$ cat config.mk
export PLATFORM = sky130hd
export DESIGN_NAME = serial_uart_bridge_flat
export DESIGN_NICKNAME = d
export VERILOG_FILES = /design/src/rtl/serial_uart_bridge_if.sv /design/src/rtl/serial_uart_bridge.sv /design/src/flat_wrapper.sv
export SDC_FILE = /design/constraint.sdc
export NUM_CORES = 1
export LEC_CHECK = 0
export CORE_ASPECT_RATIO = 0.5
export CORE_MARGIN = 3
export CORE_UTILIZATION = 64
export CTS_CLUSTER_DIAMETER = 200
export DETAILED_ROUTE_END_ITERATION = 16
export GPL_TIMING_DRIVEN = 0
export HOLD_SLACK_MARGIN = 0.12
export MAX_ROUTING_LAYER = met4
export PLACE_DENSITY = 0.88
export SLEW_MARGIN = 30
export SYNTH_ARGS = -nofsm -noshare
export SYNTH_HDL_FRONTEND = slang
export SYNTH_SLANG_ARGS = --single-unit
$ cat constraint.sdc
create_clock -name clock -period 5.6 [get_ports clock]
set_input_delay 1.12 -clock clock [delete_from_list [all_inputs] [get_ports clock]]
set_output_delay 1.12 -clock clock [all_outputs]
set_load 0.02 [all_outputs]
$ cat src/rtl/serial_uart_bridge_if.sv
// Serial MMIO byte channel between the processor's serial port and the UART bridge.
// The processor drives tx_data_in/tx_wren_in/rx_rden_in; the bridge drives the rest.
interface serial_uart_bridge_if;
    logic [7:0] tx_data_in;
    logic       tx_wren_in;
    logic       tx_ready_out;
    logic [7:0] rx_data_out;
    logic       rx_valid_out;
    logic       rx_rden_in;

    modport master (
        output tx_data_in, tx_wren_in, rx_rden_in,
        input  tx_ready_out, rx_data_out, rx_valid_out
    );

    modport slave (
        input  tx_data_in, tx_wren_in, rx_rden_in,
        output tx_ready_out, rx_data_out, rx_valid_out
    );
endinterface

$ cat src/rtl/serial_uart_bridge.sv
// Board-side UART endpoint of the serial MMIO channel: TX FIFO + 8N1 shifter,
// 8N1 receiver + RX FIFO, with sticky overflow / overrun / framing-error flags.
module serial_uart_bridge_fifo #(
    parameter int AW = 2
) (
    input  logic       i_clk,
    input  logic       i_rst_n,
    input  logic       i_push,
    input  logic [7:0] i_data,
    input  logic       i_pop,
    output logic [7:0] o_head,
    output logic       o_full,
    output logic       o_empty
);
    localparam int            DEPTH   = 1 << AW;
    localparam logic [AW-1:0] PTR_ONE = 1;
    localparam logic [AW:0]   CNT_ONE = 1;
    localparam logic [AW:0]   CNT_MAX = DEPTH[AW:0];

    logic [7:0]    r_mem [DEPTH];
    logic [AW-1:0] r_wr;
    logic [AW-1:0] r_rd;
    logic [AW:0]   r_cnt;
    logic          w_push;
    logic          w_pop;

    // Full/empty come from the pre-edge count, so a push while full is lost
    // even when a pop happens in the same cycle.
    assign o_full  = (r_cnt == CNT_MAX);
    assign o_empty = (r_cnt == '0);
    assign w_push  = i_push && !o_full;
    assign w_pop   = i_pop && !o_empty;
    assign o_head  = o_empty ? 8'h00 : r_mem[r_rd];

    always_ff @(posedge i_clk) begin
        if (w_push) r_mem[r_wr] <= i_data;
    end

    always_ff @(posedge i_clk or negedge i_rst_n) begin
        if (!i_rst_n) begin
            r_wr  <= '0;
            r_rd  <= '0;
            r_cnt <= '0;
        end else begin
            if (w_push) r_wr <= r_wr + PTR_ONE;
            if (w_pop)  r_rd <= r_rd + PTR_ONE;
            case ({w_push, w_pop})
                2'b10:   r_cnt <= r_cnt + CNT_ONE;
                2'b01:   r_cnt <= r_cnt - CNT_ONE;
                default: r_cnt <= r_cnt;
            endcase
        end
    end
endmodule

// TX/RX state | meaning
//   IDLE      | line idle; TX waits for a queued byte, RX waits for a falling edge
//   START     | start bit (TX drives 0, RX waits half a bit and re-checks)
//   DATA      | 8 data bits, LSB first, one per CLKS_PER_BIT cycles
//   STOP      | stop bit (RX stays here after a low stop until the line is high)
module serial_uart_bridge #(
    parameter int CLKS_PER_BIT   = 434,
    parameter int FIFO_ADDR_BITS = 2
) (
    input  logic                 clock,
    input  logic                 reset,
    serial_uart_bridge_if.slave  bus,
    input  logic                 uart_rxd_in,
    output logic                 uart_txd_out,
    output logic                 tx_busy_out,
    output logic                 tx_overflow_out,
    output logic                 rx_overrun_out,
    output logic                 rx_frame_err_out,
    input  logic                 err_clr_in
);
    localparam int            CW       = $clog2(CLKS_PER_BIT);
    localparam logic [CW-1:0] CNT_BIT  = CW'(CLKS_PER_BIT - 1);
    localparam logic [CW-1:0] CNT_HALF = CW'(CLKS_PER_BIT / 2 - 1);
    localparam logic [CW-1:0] CNT_ONE  = 1;

    typedef enum logic [1:0] {ST_IDLE, ST_START, ST_DATA, ST_STOP} uart_state_t;

    logic [7:0] w_txf_head;
    logic       w_txf_full;
    logic       w_txf_empty;
    logic [7:0] w_rxf_head;
    logic       w_rxf_full;
    logic       w_rxf_empty;

    uart_state_t r_tx_state;
    uart_state_t w_tx_next;
    logic [CW-1:0] r_tx_cnt;
    logic [2:0]    r_tx_idx;
    logic [7:0]    r_tx_shift;
    logic          r_txd;
    logic          w_tx_pop;
    logic          w_tx_busy;
    logic          w_tx_line;

    uart_state_t r_rx_state;
    uart_state_t w_rx_next;
    logic [CW-1:0] r_rx_cnt;
    logic [2:0]    r_rx_idx;
    logic [7:0]    r_rx_shift;
    logic          r_rx_meta;
    logic          r_rx_sync;
    logic          r_rx_prev;
    logic          r_rx_ferr_wait;
    logic          w_rx_fall;
    logic          w_rx_sample;
    logic          w_rx_push_req;
    logic          w_rx_ferr;

    logic r_tx_ovf;
    logic r_rx_ovr;
    logic r_rx_ferr;

    serial_uart_bridge_fifo #(.AW(FIFO_ADDR_BITS)) u_tx_fifo (
        .i_clk   (clock),
        .i_rst_n (reset),
        .i_push  (bus.tx_wren_in),
        .i_data  (bus.tx_data_in),
        .i_pop   (w_tx_pop),
        .o_head  (w_txf_head),
        .o_full  (w_txf_full),
        .o_empty (w_txf_empty)
    );

    serial_uart_bridge_fifo #(.AW(FIFO_ADDR_BITS)) u_rx_fifo (
        .i_clk   (clock),
        .i_rst_n (reset),
        .i_push  (w_rx_push_req),
        .i_data  (r_rx_shift),
        .i_pop   (bus.rx_rden_in),
        .o_head  (w_rxf_head),
        .o_full  (w_rxf_full),
        .o_empty (w_rxf_empty)
    );

    always_ff @(posedge clock or negedge reset) begin
        if (!reset) r_tx_state <= ST_IDLE;
        else        r_tx_state <= w_tx_next;
    end

    always_comb begin
        w_tx_next = r_tx_state;
        case (r_tx_state)
            ST_IDLE:  if (!w_txf_empty) w_tx_next = ST_START;
            ST_START: if (r_tx_cnt == '0) w_tx_next = ST_DATA;
            ST_DATA:  if (r_tx_cnt == '0 && r_tx_idx == 3'd7) w_tx_next = ST_STOP;
            ST_STOP:  if (r_tx_cnt == '0) w_tx_next = ST_IDLE;
            default:  w_tx_next = ST_IDLE;
        endcase
    end

    always_comb begin
        w_tx_pop  = (r_tx_state == ST_IDLE) && !w_txf_empty;
        w_tx_busy = (r_tx_state != ST_IDLE);
        case (r_tx_state)
            ST_START: w_tx_line = 1'b0;
            ST_DATA:  w_tx_line = r_tx_shift[r_tx_idx];
            default:  w_tx_line = 1'b1;
        endcase
    end

    // The line level is registered, so it lags the state by one cycle.
    always_ff @(posedge clock or negedge reset) begin
        if (!reset) begin
            r_tx_cnt   <= '0;
            r_tx_idx   <= '0;
            r_tx_shift <= '0;
            r_txd      <= 1'b1;
        end else begin
            r_txd <= w_tx_line;
            if (w_tx_next == ST_IDLE)
                r_tx_cnt <= '0;
            else if (w_tx_next != r_tx_state || (r_tx_state == ST_DATA && r_tx_cnt == '0))
                r_tx_cnt <= CNT_BIT;
            else if (r_tx_cnt != '0)
                r_tx_cnt <= r_tx_cnt - CNT_ONE;
            if (w_tx_pop) begin
                r_tx_shift <= w_txf_head;
                r_tx_idx   <= '0;
            end else if (r_tx_state == ST_DATA && r_tx_cnt == '0) begin
                r_tx_idx <= r_tx_idx + 3'd1;
            end
        end
    end

    always_ff @(posedge clock or negedge reset) begin
        if (!reset) begin
            r_rx_meta <= 1'b1;
            r_rx_sync <= 1'b1;
            r_rx_prev <= 1'b1;
        end else begin
            r_rx_meta <= uart_rxd_in;
            r_rx_sync <= r_rx_meta;
            r_rx_prev <= r_rx_sync;
        end
    end

    assign w_rx_fall = r_rx_prev && !r_rx_sync;

    always_ff @(posedge clock or negedge reset) begin
        if (!reset) r_rx_state <= ST_IDLE;
        else        r_rx_state <= w_rx_next;
    end

    always_comb begin
        w_rx_next = r_rx_state;
        case (r_rx_state)
            ST_IDLE:  if (w_rx_fall) w_rx_next = ST_START;
            ST_START: if (r_rx_cnt == '0) w_rx_next = r_rx_sync ? ST_IDLE : ST_DATA;
            ST_DATA:  if (r_rx_cnt == '0 && r_rx_idx == 3'd7) w_rx_next = ST_STOP;
            ST_STOP: begin
                if (r_rx_ferr_wait) begin
                    if (r_rx_sync) w_rx_next = ST_IDLE;
                end else if (r_rx_cnt == '0 && r_rx_sync) begin
                    w_rx_next = ST_IDLE;
                end
            end
            default:  w_rx_next = ST_IDLE;
        endcase
    end

    always_comb begin
        w_rx_sample   = (r_rx_state == ST_DATA) && (r_rx_cnt == '0);
        w_rx_push_req = (r_rx_state == ST_STOP) && !r_rx_ferr_wait && (r_rx_cnt == '0) && r_rx_sync;
        w_rx_ferr     = (r_rx_state == ST_STOP) && !r_rx_ferr_wait && (r_rx_cnt == '0) && !r_rx_sync;
    end

    always_ff @(posedge clock or negedge reset) begin
        if (!reset) begin
            r_rx_cnt       <= '0;
            r_rx_idx       <= '0;
            r_rx_shift     <= '0;
            r_rx_ferr_wait <= 1'b0;
        end else begin
            if (w_rx_next != r_rx_state || w_rx_sample) begin
                case (w_rx_next)
                    ST_START: r_rx_cnt <= CNT_HALF;
                    ST_IDLE:  r_rx_cnt <= '0;
                    default:  r_rx_cnt <= CNT_BIT;
                endcase
            end else if (r_rx_cnt != '0) begin
                r_rx_cnt <= r_rx_cnt - CNT_ONE;
            end
            if (r_rx_state == ST_START)
                r_rx_idx <= '0;
            else if (w_rx_sample)
                r_rx_idx <= r_rx_idx + 3'd1;
            if (w_rx_sample)
                r_rx_shift <= {r_rx_sync, r_rx_shift[7:1]};
            if (w_rx_ferr)
                r_rx_ferr_wait <= 1'b1;
            else if (w_rx_next == ST_IDLE)
                r_rx_ferr_wait <= 1'b0;
        end
    end

    // A new error in the same cycle as err_clr_in keeps the flag set.
    always_ff @(posedge clock or negedge reset) begin
        if (!reset) begin
            r_tx_ovf  <= 1'b0;
            r_rx_ovr  <= 1'b0;
            r_rx_ferr <= 1'b0;
        end else begin
            r_tx_ovf  <= (bus.tx_wren_in && w_txf_full) ? 1'b1 : (err_clr_in ? 1'b0 : r_tx_ovf);
            r_rx_ovr  <= (w_rx_push_req && w_rxf_full)  ? 1'b1 : (err_clr_in ? 1'b0 : r_rx_ovr);
            r_rx_ferr <= w_rx_ferr                      ? 1'b1 : (err_clr_in ? 1'b0 : r_rx_ferr);
        end
    end

    assign uart_txd_out     = r_txd;
    assign tx_busy_out      = w_tx_busy;
    assign tx_overflow_out  = r_tx_ovf;
    assign rx_overrun_out   = r_rx_ovr;
    assign rx_frame_err_out = r_rx_ferr;
    assign bus.tx_ready_out = !w_txf_full;
    assign bus.rx_valid_out = !w_rxf_empty;
    assign bus.rx_data_out  = w_rxf_head;
endmodule

$ cat src/flat_wrapper.sv
// flat-port wrapper written by rule: the top's interface ports become plain ports
module serial_uart_bridge_flat 
#(
    parameter int CLKS_PER_BIT   = 434,
    parameter int FIFO_ADDR_BITS = 2
)
  (clock, reset, uart_rxd_in, uart_txd_out, tx_busy_out, tx_overflow_out, rx_overrun_out, rx_frame_err_out, err_clr_in, bus_tx_data_in, bus_tx_wren_in, bus_rx_rden_in, bus_tx_ready_out, bus_rx_data_out, bus_rx_valid_out);
  serial_uart_bridge_if bus_i ();
  input  logic clock;
  input  logic reset;
  input  logic uart_rxd_in;
  output logic uart_txd_out;
  output logic tx_busy_out;
  output logic tx_overflow_out;
  output logic rx_overrun_out;
  output logic rx_frame_err_out;
  input  logic err_clr_in;
  input wire logic [$bits(bus_i.tx_data_in)-1:0] bus_tx_data_in;
  input wire logic [$bits(bus_i.tx_wren_in)-1:0] bus_tx_wren_in;
  input wire logic [$bits(bus_i.rx_rden_in)-1:0] bus_rx_rden_in;
  output wire logic [$bits(bus_i.tx_ready_out)-1:0] bus_tx_ready_out;
  output wire logic [$bits(bus_i.rx_data_out)-1:0] bus_rx_data_out;
  output wire logic [$bits(bus_i.rx_valid_out)-1:0] bus_rx_valid_out;
  assign bus_i.tx_data_in = bus_tx_data_in;
  assign bus_i.tx_wren_in = bus_tx_wren_in;
  assign bus_i.rx_rden_in = bus_rx_rden_in;
  assign bus_tx_ready_out = bus_i.tx_ready_out;
  assign bus_rx_data_out = bus_i.rx_data_out;
  assign bus_rx_valid_out = bus_i.rx_valid_out;
  serial_uart_bridge #(.CLKS_PER_BIT(CLKS_PER_BIT), .FIFO_ADDR_BITS(FIFO_ADDR_BITS)) u_core (.clock(clock), .reset(reset), .bus(bus_i), .uart_rxd_in(uart_rxd_in), .uart_txd_out(uart_txd_out), .tx_busy_out(tx_busy_out), .tx_overflow_out(tx_overflow_out), .rx_overrun_out(rx_overrun_out), .rx_frame_err_out(rx_frame_err_out), .err_clr_in(err_clr_in));
endmodule
==> flow_metrics.env, run 1 <==
export IMPL_timing_fmax_ghz=0.2910
export IMPL_async_reset_ff_share_pct=50.77
export IMPL_required_ps=4480
export IMPL_drtAntennaViolNets=0
export IMPL_dpl_hpwl_mm=6.717
export IMPL_cts_setup_buffers=0
export IMPL_coreArea_sq_um=8374
export IMPL_path_cells="buf_2 -> mux4_2 -> and2_1 -> clkdlybuf4s50_1"
export IMPL_min_path_type="reg2reg"
export IMPL_dr_pass1_iters=5
export IMPL_antennaDiodeCount=0
export IMPL_final_util_pct=81.40
export IMPL_power_density_nw_per_um2=432.1
export IMPL_synth_simple_gate_area_share_pct=11.87
export IMPL_total_power_w=0.002945
export IMPL_crit_path_max_fanout=10
export IMPL_synth_nets=456
export IMPL_synth_compound_area_share_pct=4.989
export IMPL_synth_xor_area_share_pct=3.644
export IMPL_setup_tns_ps=0
export IMPL_slew_headroom_pct=47.61
export IMPL_setup_viol=0
export IMPL_rows=23
export IMPL_synth_distinct_cells=51
export IMPL_yosys_mux_area_fraction_pct=10.20
export IMPL_p_leak_nw=2.822
export IMPL_overflow=0
export IMPL_dieArea_sq_um=10260
export IMPL_chipHeight_um=73.13
export IMPL_mostFrequentLayoutCells="64 x edfxtp_1, 62 x dfrtp_1, 45 x nand2_1"
export IMPL_areaGrowthSynthToFinish_pct=18.18
export IMPL_yosysWarningCount=0
export IMPL_syn_inst=422
export IMPL_grt_setup_unrepaired="false"
export IMPL_fin_crit_sh_pct=61.36
export IMPL_cts_resized=0
export IMPL_synth_edf_count=64
export IMPL_synth_area_per_cell_sq_um=13.67
export IMPL_antenna_found_initial=0
export IMPL_numCtsBuffers=17
export IMPL_die_w_um=140.3
export IMPL_clkTransAtPathRegs_ps=60
export IMPL_status="completed"
export IMPL_cts_tree="done"
export IMPL_critical_path_top_delay_family="buffers and inverters"
export IMPL_critPathBufInv=2
export IMPL_dr_total_vias=3466
export IMPL_fin_cells=595
export IMPL_maxCapViolCount=0
export IMPL_synthesis_area_sq_um=5768
export IMPL_h_tree_depth=4
export IMPL_num_io_pins=29
export IMPL_dp_cells=563
export IMPL_peakVddDrop_v=0.0004111
export IMPL_synth_seq_cells=130
export IMPL_cts_sinks=130
export IMPL_drc_errors=0
export IMPL_grt_pass1_vias=3727
export IMPL_worstPathArrival_ps=2320
export IMPL_gp_congestion=0.8525
export IMPL_clk_latency_ps=420
export IMPL_crit_path_end_kind="primary output"
export IMPL_finClkSkew_ps=6.389
export IMPL_grt_pass1_wl_mm=18.61
export IMPL_wl_mm=10.83
export IMPL_synth_top_family_by_area="simple AND/OR/NAND/NOR gates"
export IMPL_synth_fa_ha_area_share_pct=4.599
export IMPL_grt_max_degree=43
export IMPL_critPathKind="reg2out"
export IMPL_slew_violations=0
export IMPL_viasPerCell=5.825
export IMPL_drt_iter0_drc=246
export IMPL_drive_above_1_share_pct=16.98
export IMPL_initial_utilization_pct=68.88
export IMPL_layout_commonest_cell="edfxtp_1"
export IMPL_worst_slew_pin_slew_ps=779.2
export IMPL_clock_root_buffer="clkbuf_16"
export IMPL_holdWs_ps=366.4
export IMPL_min_period_ps=3436
export IMPL_cp_slowest_cell="mux4_2"
export IMPL_critPathLaunchType="register"
export IMPL_cp_slowest_stage_delay_ps=570
export IMPL_grt_usage_pct=24.84
export IMPL_io_buffers=28
export IMPL_synth_ff_type="edfxtp_1"
export IMPL_max_clock_path_buffers=2
export IMPL_nets=504
export IMPL_hold_viol_final=0
export IMPL_seq_area_frac_synth_pct=62.04
export IMPL_detail_route_wl_per_cell_um=18.20
export IMPL_postCtsHoldBufs=0
state kept, by name, summed over array words and instances (netlist names), 3 cells and up:
name	cells
u_core.r_tx_shift	8
u_core.u_tx_fifo.r_cnt	3
u_core.r_tx_cnt	9
u_core.r_rx_shift	8
u_core.r_rx_idx	3
u_core.u_rx_fifo.r_cnt	3
u_core.u_rx_fifo.r_mem	32
u_core.u_tx_fifo.r_mem	32
u_core.r_tx_idx	3
u_core.r_rx_cnt	9
worst paths after layout:
kind | endpoint | slack (ps) | cells after the start | from
setup / recovery | bus_rx_data_out[3] | 2160 | 4 | u_core.u_rx_fifo.r_rd[0]$_DFFE_PN0P_
hold / removal | u_core.r_rx_sync$_DFF_PN1_ | 370 | 0 | u_core.r_rx_meta$_DFF_PN1_
setup reg to reg | u_core.u_rx_fifo.r_cnt[1]$_DFFE_PN0P_ | 2750 | 10 | u_core.r_rx_cnt[0]$_DFFE_PN0P_
hold reg to reg | u_core.r_rx_sync$_DFF_PN1_ | 370 | 0 | u_core.r_rx_meta$_DFF_PN1_
max in group asynchronous | u_core.uart_txd_out$_DFF_PN1_ | 4410 | 2 | reset
min in group asynchronous | u_core.u_tx_fifo.r_wr[1]$_DFFE_PN0P_ | 600 | 1 | reset
layer usage:
metal	track usage, %	wire [um]	share of wire (%)	up-vias
li1	-	-	-	1606
met1	30.19	4605	43	1740
met2	40.84	5501	51	101
met3	8.246	590	5.4	19
met4	6.874	133	1.2	0
met5	-	0	0	-
where the power goes:
| group | internal (W) | switching [W] | leakage (nW) | total, W |
|---|---|---|---|---|
| registers | 0.00113 | 0.0000878 | 1.43 | 0.00122 |
| clock network | 0.000705 | 0.000431 | 0.283 | 0.00114 |
| logic | 0.000285 | 0.000304 | 1.11 | 0.000588 |
| total | 0.00212 | 0.000822 | 2.82 | 0.00295 |
through the flow:
stage	setup WS (ps)	instance area, sq um
after floorplan	3160	5768
after global placement	1295	6188
after detailed placement	2591	6206
after CTS	2127	6817
after global routing	2046	6817
final	2164	6817
cells by family after synthesis:
logic type	after synthesis
AND/OR/NAND/NOR	129
buffers and inverters	39
XOR/XNOR	24
AO/OA/AOI/OAI	45
adder cells (fa/ha/maj)	20
multiplexers	35
flip-flops	130
synth_stat cells, drive strengths merged, types with 8 or more instances:
master | count | area share [%]
dfrtp | 62 | 27
ha | 18 | 3.9
edfxtp | 64 | 33
and2 | 14 | 1.5
nor2 | 27 | 1.8
mux4 | 18 | 7.0
xnor2 | 17 | 2.6
nand2 | 47 | 3.1
o21ai | 18 | 1.6
nor3 | 8 | 0.78
mux2 | 10 | 2.0
inv | 26 | 1.7
cell type report:
class                   count  area, sq um
clock buffers              18        429.2
multi-input cells         253         2036
well taps                 112        140.1
inverters                  26        97.59
flip-flops and latches    130         3578
repair buffers             29        297.8
fillers                   428         1558
plain buffers              13        56.30
clock inverters            14        181.4
Note: power is estimated with default switching activity, not from simulation.
==> inputs of run 2 (changes only) <==
CORE_UTILIZATION = 54   (was 64)
PLACE_DENSITY = 0.8   (was 0.88)
clock period = 3.1 ns   (was 5.6 ns; I/O delays follow)
==> flow_metrics.env, run 2 (same netlist as run 1, synthesis figures left out) <==
export IMPL_gp_congestion=0.8468
export IMPL_max_clock_path_buffers=2
export IMPL_critPathKind="reg2out"
export IMPL_dieArea_sq_um=12030
export IMPL_worst_hold_path_num_cells=0
export IMPL_worstPathArrival_ps=2300
export IMPL_ff_latch_area_sq_um=3578
export IMPL_status="completed"
export IMPL_antennaDiodeCount=0
export IMPL_rows=25
export IMPL_setup_viol=0
export IMPL_grt_pass1_vias=3349
export IMPL_h_tree_depth=4
export IMPL_grt_usage_pct=18.49
export IMPL_critPathLaunchType="register"
export IMPL_min_delay_worst_endpoint="u_core.r_rx_sync$_DFF_PN1_"
export IMPL_min_period_ps=2921
export IMPL_clk_latency_ps=410
export IMPL_finClkSkew_ps=4.785
export IMPL_cts_tree="done"
export IMPL_wl_mm=9.741
export IMPL_fill_cells=687
export IMPL_grt_max_degree=52
export IMPL_critPathBufInv=2
export IMPL_p_leak_nw=2.839
export IMPL_required_ps=2480
export IMPL_overflow=0
export IMPL_mostFrequentLayoutCells="64 x edfxtp_1, 62 x dfrtp_1, 45 x nand2_1"
export IMPL_antenna_found_initial=0
export IMPL_crit_path_end_kind="primary output"
export IMPL_chipHeight_um=79.08
export IMPL_hold_viol_final=0
export IMPL_slew_headroom_pct=40.30
export IMPL_dr_pass1_iters=4
export IMPL_viasPerCell=5.415
export IMPL_worst_slew_pin_slew_ps=887.9
export IMPL_drc_errors=0
export IMPL_drive_above_1_share_pct=17.15
export IMPL_fin_crit_sh_pct=94.24
export IMPL_min_path_type="reg2reg"
export IMPL_final_util_pct=69.15
export IMPL_setup_tns_ps=0
export IMPL_detail_route_wl_per_cell_um=15.74
export IMPL_total_power_w=0.005243
export IMPL_multi_input_area_sq_um=2044
export IMPL_cp_num_cells=4
export IMPL_top_regs="u_core.u_rx_fifo.r_mem (32), u_core.u_tx_fifo.r_mem (32)"
export IMPL_crit_path_max_fanout=10
export IMPL_grt_setup_unrepaired="false"
export IMPL_clkTransAtPathRegs_ps=60
export IMPL_rr_worst_depth=11
export IMPL_maxCapViolCount=0
export IMPL_drtAntennaViolNets=0
export IMPL_dpl_hpwl_mm=6.466
export IMPL_initial_utilization_pct=58.17
export IMPL_rrSetupSlack_ps=390
export IMPL_areaGrowthSynthToFinish_pct=18.87
export IMPL_critical_path_top_delay_family="buffers and inverters"
export IMPL_timing_fmax_ghz=0.3423
export IMPL_cp_slowest_stage_delay_ps=580
export IMPL_r2r_start="u_core.r_tx_state[1]$_DFF_PN0_"
export IMPL_power_density_nw_per_um2=764.7
export IMPL_r2r_end="u_core.u_tx_fifo.r_cnt[2]$_DFFE_PN0P_"
export IMPL_coreArea_sq_um=9916
export IMPL_drt_iter0_drc=159
export IMPL_die_w_um=152.2
export IMPL_cts_sinks=130
export IMPL_dr_total_vias=3352
export IMPL_path_cells="buf_2 -> mux4_2 -> and2_1 -> clkdlybuf4s50_1"
export IMPL_peakVddDrop_v=0.0004781
export IMPL_min_from="u_core.r_rx_meta$_DFF_PN1_"
export IMPL_clock_root_buffer="clkbuf_16"
export IMPL_nets=505
export IMPL_io_buffers=28
export IMPL_cp_slowest_cell="mux4_2"
export IMPL_cts_setup_buffers=0
export IMPL_slew_violations=0
export IMPL_numCtsBuffers=17
export IMPL_num_io_pins=29
export IMPL_layout_commonest_cell="edfxtp_1"
export IMPL_grt_pass1_wl_mm=16.88
-- run 2: through the flow --
step | worst slack [ps] | std cells | instance area (sq um) | hold WS, ps
floorplan | 660.4 | 422 | 5768 | 324.4
global placement | -789.1 | 585 | 6217 | 346.2
detailed placement | 295.0 | 586 | 6242 | 360.5
CTS | 141.0 | 619 | 6848 | 370.4
global route | 58.98 | 619 | 6857 | 368.2
finish | 178.6 | 619 | 6857 | 368.6
-- run 2: power by group --
part           switching [W]  internal, W  leakage [nW]  total (W)
Clock               0.000783      0.00121         0.288    0.00199
Combinational       0.000530     0.000517          1.12    0.00105
Sequential          0.000160      0.00205          1.43    0.00221
-- run 2: worst reg2reg max path: cells and delay by family, from the launching register on --
family	cells	cell delay [ps]
xor gates and xnor gates	2	320
adders and majority gates	2	640
buffers and inverters	4	870
DFF	1	360
and+or+nand+nor	3	450
-- run 2: layer usage --
layer	GRT usage, %	wire (um)	vias to the layer above
li1	-	-	1615
met2	28.05	4773	71
met1	24.11	4503	1657
met3	5.008	405	9
met4	7.713	58	0
met5	-	0	-
-- run 2: layout make-up --
type / count / area share [%]
well taps: 135 / 2.464
plain buffers: 13 / 0.8212
multi-input cells: 253 / 29.82
inverters: 26 / 1.423
clock inverters: 15 / 2.482
repair buffers: 30 / 4.599
flip-flops and latches: 130 / 52.19
clock buffers: 17 / 6.204
-- run 2: repair_timing --
item / in CTS / in global routing
hold buffers: 1 / 0
resized for setup: 0 / 1
endpoints found under the setup margin: 0 / 2
endpoints found under the hold margin: 14 / 0
-- run 2: how the worst max path moves through the flow --
stage	end	slack, ps	from
after CTS	bus_rx_data_out[7]	140	u_core.u_rx_fifo.r_rd[0]$_DFFE_PN0P_
after floorplan	u_core.u_rx_fifo.r_cnt[1]$_DFFE_PN0P_	660	u_core.r_rx_cnt[0]$_DFFE_PN0P_
after detailed placement	u_core.u_rx_fifo.r_cnt[2]$_DFFE_PN0P_	290	u_core.r_rx_cnt[0]$_DFFE_PN0P_
after global placement	u_core.r_rx_shift[0]$_DFFE_PN0P_	-790	reset
final	bus_rx_data_out[7]	180	u_core.u_rx_fifo.r_rd[0]$_DFFE_PN0P_
after global routing	bus_rx_data_out[3]	60	u_core.u_rx_fifo.r_rd[0]$_DFFE_PN0P_
==> inputs of run 3 (changes only) <==
SYNTH_HIERARCHICAL = 1   (was unset)
==> flow_metrics.env, run 3 <==
export IMPL_hold_viol_final=0
export IMPL_cp_slowest_stage_delay_ps=500
export IMPL_critPathKind="reg2reg"
export IMPL_rr_worst_depth=13
export IMPL_synth_distinct_cells=64
export IMPL_drt_iter0_drc=110
export IMPL_io_buffers=28
export IMPL_cts_sinks=130
export IMPL_synth_area_per_cell_sq_um=13.93
export IMPL_timing_fmax_ghz=0.3476
export IMPL_postCtsHoldBufs=0
export IMPL_dr_total_vias=3439
export IMPL_drc_errors=0
export IMPL_r2r_start="u_core/r_rx_cnt[0]$_DFFE_PN0P_"
export IMPL_viasPerCell=5.450
export IMPL_clkTransAtPathRegs_ps=50
export IMPL_status="completed"
export IMPL_drive_above_1_share_pct=20.37
export IMPL_num_io_pins=29
export IMPL_required_ps=3380
export IMPL_final_util_pct=67.52
export IMPL_cts_tree="done"
export IMPL_layout_commonest_cell="edfxtp_1"
export IMPL_fin_crit_sh_pct=92.79
export IMPL_synthTopCellsByCount="64 x edfxtp_1, 62 x dfrtp_1, 27 x inv_1"
export IMPL_worst_slew_pin_slew_ps=596.5
export IMPL_finClkSkew_ps=9.621
export IMPL_grt_usage_pct=18.59
export IMPL_fill_cells=745
export IMPL_dieArea_sq_um=12440
export IMPL_slew_violations=0
export IMPL_numCtsBuffers=17
export IMPL_grt_util_met3_pct=5.167
export IMPL_crit_top_cell="inv_1"
export IMPL_busiest_layer="met2"
export IMPL_synth_area_leader_cell="edfxtp_1"
export IMPL_use_met1_pct=22.78
export IMPL_path_cells="inv_1 -> ha_1 -> or4b_4 -> nor2_4 -> and4_1 -> nor2b_4 -> inv_1 -> ha_1 -> inv_1 -> fa_1 -> xor2_1 -> nor2_1 -> xor2_1"
export IMPL_crit_path_max_fanout=7
export IMPL_gp_congestion=0.8362
export IMPL_async_reset_ff_share_pct=50.77
export IMPL_grt_pass1_wl_mm=17.22
export IMPL_dr_pass1_iters=4
export IMPL_areaGrowthSynthToFinish_pct=18.34
export IMPL_rows=26
export IMPL_setup_viol=0
export IMPL_min_path_type="in2async"
export IMPL_yosysWarningCount=6
export IMPL_initial_utilization_pct=57.06
export IMPL_p_leak_nw=2.803
export IMPL_h_tree_depth=4
export IMPL_slew_headroom_pct=60.13
export IMPL_synth_ff_type="edfxtp_1"
export IMPL_synth_seq_cells=130
export IMPL_overflow=0
export IMPL_nets=513
export IMPL_power_density_nw_per_um2=873.7
export IMPL_synth_nets=463
export IMPL_top_regs="u_core/u_rx_fifo/r_mem (32), u_core/u_tx_fifo/r_mem (32)"
export IMPL_grt_max_degree=40
export IMPL_die_w_um=154.8
export IMPL_critPathLaunchType="register"
export IMPL_detail_route_wl_per_cell_um=15.86
export IMPL_drtAntennaViolNets=0
export IMPL_cp_num_cells=13
export IMPL_synth_top_cell_area_share_pct=32.15
export IMPL_maxCapViolCount=0
export IMPL_synthesis_area_sq_um=5977
export IMPL_cp_slowest_cell="or4b_4"
export IMPL_min_period_ps=2877
export IMPL_syn_inst=429
export IMPL_coreArea_sq_um=10480
export IMPL_max_clock_path_buffers=2
export IMPL_worstPathArrival_ps=3160
export IMPL_wl_mm=10.01
export IMPL_mostFrequentLayoutCells="64 x edfxtp_1, 62 x dfrtp_1, 27 x clkdlybuf4s50_1, 27 x inv_1, 24 x and2_1"
export IMPL_antenna_found_initial=0
export IMPL_synth_edf_count=64
export IMPL_layout_setup_ws_ps=223.4
export IMPL_critPathBufInv=3
export IMPL_synth_most_common_cell="edfxtp_1"
export IMPL_chipHeight_um=80.39
export IMPL_crit_path_end_kind="register"
export IMPL_peakVddDrop_v=0.0005108
export IMPL_clock_root_buffer="clkbuf_16"
export IMPL_critical_path_top_delay_family="simple AND/OR/NAND/NOR gates"
export IMPL_r2r_end="u_core/u_rx_fifo/r_cnt[2]$_DFFE_PN0P_"
export IMPL_antennaDiodeCount=0
export IMPL_dp_slack_ps=92.29
export IMPL_seq_area_frac_synth_pct=59.87
export IMPL_clk_latency_ps=400
export IMPL_grt_use_met2_pct=31.22
export IMPL_rrSetupSlack_ps=220
export IMPL_grt_pass1_vias=3503
export IMPL_synthTopCellsByArea="edfxtp_1 32%, dfrtp_1 26%, mux4_2 6.8%"
export IMPL_grt_setup_unrepaired="false"
export IMPL_dpl_hpwl_mm=6.662
## run 3: area by class of cell
type	count	area [sq um]	share of cell area, %
plain buffers	17	116.4	1.645
clock buffers	20	436.7	6.174
clock inverters	11	162.7	2.300
inverters	27	101.3	1.433
multi-input cells	255	2190	30.96
flip-flops and latches	130	3578	50.59
well taps	140	175.2	2.477
repair buffers	31	312.8	4.422
## run 3: worst max-delay path by stage
stage	start	end	slack, ps
6_report	u_core/r_rx_cnt[0]$_DFFE_PN0P_	u_core/u_rx_fifo/r_cnt[2]$_DFFE_PN0P_	220
5_1_grt	u_core/r_rx_cnt[0]$_DFFE_PN0P_	u_core/u_rx_fifo/r_cnt[2]$_DFFE_PN0P_	50
4_1_cts	u_core/r_rx_cnt[0]$_DFFE_PN0P_	u_core/u_rx_fifo/r_cnt[2]$_DFFE_PN0P_	10
3_5_place_dp	u_core/r_rx_cnt[0]$_DFFE_PN0P_	u_core/u_rx_fifo/r_cnt[2]$_DFFE_PN0P_	90
3_3_place_gp	reset	u_core/r_tx_shift[2]$_DFFE_PN0P_	-820
2_1_floorplan	u_core/r_rx_cnt[0]$_DFFE_PN0P_	u_core/u_rx_fifo/r_cnt[2]$_DFFE_PN0P_	400
## run 3: what timing repair did
item	in CTS	in global routing
buffers inserted	0	2
gates resized for setup	0	2
setup endpoints to repair	0	2
## run 3: logic make-up after synthesis
| family | after synthesis | share of synthesized area (%) |
|---|---|---|
| flops | 130 | 59.87 |
| simple gates | 115 | 11.60 |
| compound gates | 58 | 6.385 |
| buf+inv | 44 | 3.642 |
| mux | 41 | 10.99 |
| xor+xnor | 21 | 3.077 |
| fa+ha+maj | 20 | 4.438 |
## run 3: metal layers
metal,vias up,wire length (um)
li1,1659,-
met1,1720,4547
met2,52,5050
met3,8,333
met4,0,74
met5,-,0
## run 3: power by group
part | total [W] | internal (W) | leakage (nW) | switching, W
Clock | 0.00202 | 0.00133 | 0.287 | 0.000688
Sequential | 0.00239 | 0.00215 | 1.43 | 0.000237
Combinational | 0.00177 | 0.000880 | 1.08 | 0.000892
Total | 0.00618 | 0.00436 | 2.80 | 0.00182
## run 3: stage by stage
stage | power [W] | instances | TNS (ps) | area (sq um) | hold WS (ps)
global route | 0.006554 | 631 | 0 | 7073 | 140.9
detailed placement | 0.004176 | 598 | 0 | 6450 | 347.5
CTS | 0.006235 | 629 | 0 | 7049 | 135.2
floorplan | 0.003687 | 429 | 0 | 5977 | 324.4
global placement | 0.004111 | 597 | -50490 | 6432 | 346.6
finish | 0.006180 | 631 | 0 | 7073 | 134.8
